[src/rtl/hazard_stall_ctrl.sv]
// rtl/hazard_stall_ctrl.sv - load-use/branch/jump/mem-wait stall and flush control; HAZARD_STATS_EN adds cycle counters
module hazard_stall_ctrl (
    input  logic        clk,
    input  logic        reset,
    input  logic [4:0]  ID_Rs,
    input  logic [4:0]  ID_Rt,
    input  logic        ID_UseRt,
    input  logic        EX_MemRead,
    input  logic [4:0]  EX_Rt,
    input  logic        EX_BranchTaken,
    input  logic        ID_Jump,
    input  logic        Mem_Busy,
    output logic        Stall,
    output logic        IFID_Stall,
    output logic        IFID_Flush,
    output logic        IDEX_Flush,
    output logic        Pipe_Freeze,
    output logic [1:0]  State,
    output logic [31:0] StallCnt,
    output logic [31:0] FlushCnt
);

    typedef enum logic [1:0] {
        RUN      = 2'b00,
        MEM_WAIT = 2'b01
    } state_t;

    state_t state_q;
    logic   flush_pend;
    logic   load_use;

    assign State = state_q;

    // Register 0 never carries a real dependency, so it is excluded on both source fields.
    assign load_use = EX_MemRead && (EX_Rt != 5'd0) &&
                      ((EX_Rt == ID_Rs) || (ID_UseRt && (EX_Rt == ID_Rt)));

    always_comb begin
        Stall       = 1'b0;
        IFID_Stall  = 1'b0;
        IFID_Flush  = 1'b0;
        IDEX_Flush  = 1'b0;
        Pipe_Freeze = 1'b0;
        if (!reset) begin
            if (Mem_Busy) begin
                Stall       = 1'b1;
                IFID_Stall  = 1'b1;
                Pipe_Freeze = 1'b1;
            end else if ((state_q == MEM_WAIT && flush_pend) || EX_BranchTaken) begin
                IFID_Flush = 1'b1;
                IDEX_Flush = 1'b1;
            end else if (load_use) begin
                Stall      = 1'b1;
                IFID_Stall = 1'b1;
                IDEX_Flush = 1'b1;
            end else if (ID_Jump) begin
                IFID_Flush = 1'b1;
            end
        end
    end

    // A branch seen while frozen is remembered and replayed as a flush on release.
    always_ff @(posedge clk) begin
        if (reset) begin
            state_q    <= RUN;
            flush_pend <= 1'b0;
        end else begin
            case (state_q)
                RUN: begin
                    if (Mem_Busy) begin
                        state_q    <= MEM_WAIT;
                        flush_pend <= EX_BranchTaken;
                    end
                end
                MEM_WAIT: begin
                    if (Mem_Busy) begin
                        flush_pend <= flush_pend | EX_BranchTaken;
                    end else begin
                        state_q    <= RUN;
                        flush_pend <= 1'b0;
                    end
                end
                default: begin
                    state_q    <= RUN;
                    flush_pend <= 1'b0;
                end
            endcase
        end
    end

`ifdef HAZARD_STATS_EN
    logic [31:0] stall_cnt_q;
    logic [31:0] flush_cnt_q;

    always_ff @(posedge clk) begin
        if (reset) begin
            stall_cnt_q <= 32'd0;
            flush_cnt_q <= 32'd0;
        end else begin
            if (Stall && (stall_cnt_q != 32'hFFFF_FFFF))
                stall_cnt_q <= stall_cnt_q + 32'd1;
            if (IFID_Flush && (flush_cnt_q != 32'hFFFF_FFFF))
                flush_cnt_q <= flush_cnt_q + 32'd1;
        end
    end

    assign StallCnt = stall_cnt_q;
    assign FlushCnt = flush_cnt_q;
`else
    assign StallCnt = 32'd0;
    assign FlushCnt = 32'd0;
`endif

endmodule

[config.mk]
export PLATFORM = sky130hd
export DESIGN_NAME = hazard_stall_ctrl
export DESIGN_NICKNAME = d
export VERILOG_FILES = /design/src/rtl/hazard_stall_ctrl.sv
export SDC_FILE = /design/constraint.sdc
export NUM_CORES = 1
export LEC_CHECK = 0
export CAP_MARGIN = 40
export CORE_UTILIZATION = 24
export CTS_CLUSTER_SIZE = 14
export DETAILED_ROUTE_END_ITERATION = 10
export PLACE_DENSITY_LB_ADDON = 0.05
export SYNTH_ARGS = -nofsm -noshare
export SYNTH_HDL_FRONTEND = slang
export SYNTH_SLANG_ARGS = --single-unit
export TNS_END_PERCENT = 10
[constraint.sdc]
create_clock -name clk -period 1.7 [get_ports clk]
set_input_delay 0.34 -clock clk [delete_from_list [all_inputs] [get_ports clk]]
set_output_delay 0.34 -clock clk [all_outputs]
set_load 0.01 [all_outputs]
==> results.yml <==
worst_setup_path:
  worst-endpoint-arrival_ns: 1.62
  cp_data_required_time_ns: 1.36
  startpoint_type: "primary input"
  cp-end-kind: "output pin"
  cp_max_fo: 3
  r2r_cells: 6
  path_class: "primary input to output pin"
clocking:
  cts_tree: "built"
  hold_buffers: 0
  cts_root_buf: "clkbuf_4"
  max-clock-path-buffers: 2
  numCtsBuffers: 3
  clkSlewWorstSetupHoldPaths_ns: 0.03
  htree_levels: 1
  clock-sinks: 2
  clock_latency_ns: 0.23
routing:
  route.detailed.drc: 0
  finalWirelength_mm: 1.36
  wl_met1_um: 455
  via_count: 575
  detailroute.wirelength.met2_um: 671
  avgRoutedWirePerCell_um: 7.24
  avgViaCountPerCell: 3.06
  wl_met3_um: 220
  drt_first_iter_violations: 9
  topRoutingLayerUsed: "met4"
  first_pass_iters: 4
  ant_nets: 0
synth:
  yosysWarnings: 0
  ys_async_sr_fraction: 0
  synthCells: 103
  synth-seq-cells: 2
  yosysTopAreaCellShare: 0.623
  synth_top_area_cell: "buf_4"
  ys_top_cells_by_count: "buf_4, xor2_1, nor2_1"
  yosysUniqueCellTypes: 23
  yosysMostFrequentCell: "buf_4"
  ys_seq_area_frac: 0.0503
  synth.top_cells.by_area: "buf_4, xor2_1, dfxtp_1"
  syn_avg_cell_area_um2: 7.73
  synth_area_um2: 796
  synth_edf_count: 0
  postSynth.topFlopCell: "dfxtp_1"
timing:
  fmax_mhz: 511
  skew_ns: 0.00182
  fin_crit_sh: 1.15
  fin_ws_ns: -0.257
  timing.hold.ws_ns: 0.523
  fin_crit_ns: 1.96
  grt_setup_unrepaired: "true"
  slew_viol_final: 0
  hold_viol: 0
  setup_violations: 4
finish:
  instances_no_fill: 188
  layout-drive-gt1-share: 0.257
  syn2layout_area_growth_pct: 27.7
  fill_cells: 348
  diodes: 0
  nNetsFinal: 169
global_routing:
  antenna_found_initial: 0
  grt.total_usage: 0.0756
  grt_pass1_vias: 480
  overflow: 0
  grt_pass1_wl_mm: 1.91
  grt_max_degree: 6
status:
  status: "complete, but fails checks"
  violations: "setup timing"
placed_design:
  io_buffers: 27
  post-dp-hpwl_mm: 1.22
  dp.cells: 183
  place_congestion: 0.684
floorplanning:
  die_h_um: 59.6
  ios: 93
  initial_core_util: 0.256
  num_rows: 20
  core_um2: 3100
  fp.dieArea_um2: 3550
  die_w_um: 59.6
worst_hold_path:
  min_path_type: "register to register"
  whs_path_depth: 2
run:
  cap_violations: 0
power:
  ir_drop_mv: 0.154
  cellPowerDensity_nw_per_um2: 482
  p_leak_uw: 0.000569
## flip-flops by register name, summed over array words and instances, names as in the netlist
register,count
flush_pend,1
State,1
## cell families after synthesis
logic type,share of synthesized area
compound gates,0.0959
xor+xnor,0.121
fa+ha+maj,0.0157
buf+inv,0.637
flops,0.0503
mux,0.0126
other cells,0.00471
simple gates,0.0629
## what timing repair did
action / 4_1_cts / 5_1_grt
setup buffers: 2 / 0
gates resized for setup: 67 / 1
setup endpoints to repair: 5 / 4
pin swaps: 12 / 1
## power by group
group	total (uW)	switching (uW)	internal, uW
Sequential	69.3	6.99	62.3
Combinational	315	169	145
Clock	106	28.2	77.9
Total	490	205	285
## cell usage in the layout, fill, tap and decap left out, types with 2 or more instances in the layout
master and instances:
dfxtp_1 2, conb_1 65, nor2_1 4, buf_6 5, xor2_2 2, dlygate4sd2_1 11
xor2_1 7, buf_2 6, clkdlybuf4s50_1 4, buf_4 12, clkbuf_4 3, inv_1 3
## metrics by stage
step                      cell area, um2  utilization  total power [uW]  setup TNS (ns)  setup WS, ns
after CTS                           1000        0.324               495          -0.936        -0.265
after global placement               958        0.309               383           -4.24         -1.01
after global routing                1020        0.327               540           -1.16        -0.372
final                               1020        0.327               490          -0.871        -0.257
after detailed placement             958        0.309               383           -4.25         -1.05
after floorplan                     1050            -               352         -0.0657       -0.0657
## worst max-delay path: stages
cell and delay [ns]:
buf_6 0.09, xor2_1 0.15, nor4_2 0.31, a32oi_2 0.18, buf_4 0.17, o41ai_4 0.20, buf_2 0.18
## final cells by class
class | instances | area [um2] | area share
inverter | 3 | 11.3 | 0.0111
timing repair buffer | 40 | 334 | 0.329
multi-input combinational | 96 | 553 | 0.544
sequential | 2 | 40.0 | 0.0394
tap | 44 | 55.1 | 0.0542
clock buffer | 3 | 22.5 | 0.0222
## metal layers
| metal | global-route usage | vias to the layer above |
|---|---|---|
| li1 | - | 279 |
| met3 | 0.0502 | 2 |
| met5 | 0 | - |
| met4 | 0.0299 | 0 |
| met2 | 0.130 | 55 |
| met1 | 0.0706 | 239 |
## final timing paths
path | startpoint | endpoint | slack, ns
min | flush_pend | flush_pend | 0.52
min reg2reg | flush_pend | flush_pend | 0.52
max | ID_Rt[3] | IDEX_Flush | -0.26
max reg2reg | State[0] | flush_pend | 0.64
(Power assumes the default switching activity.)
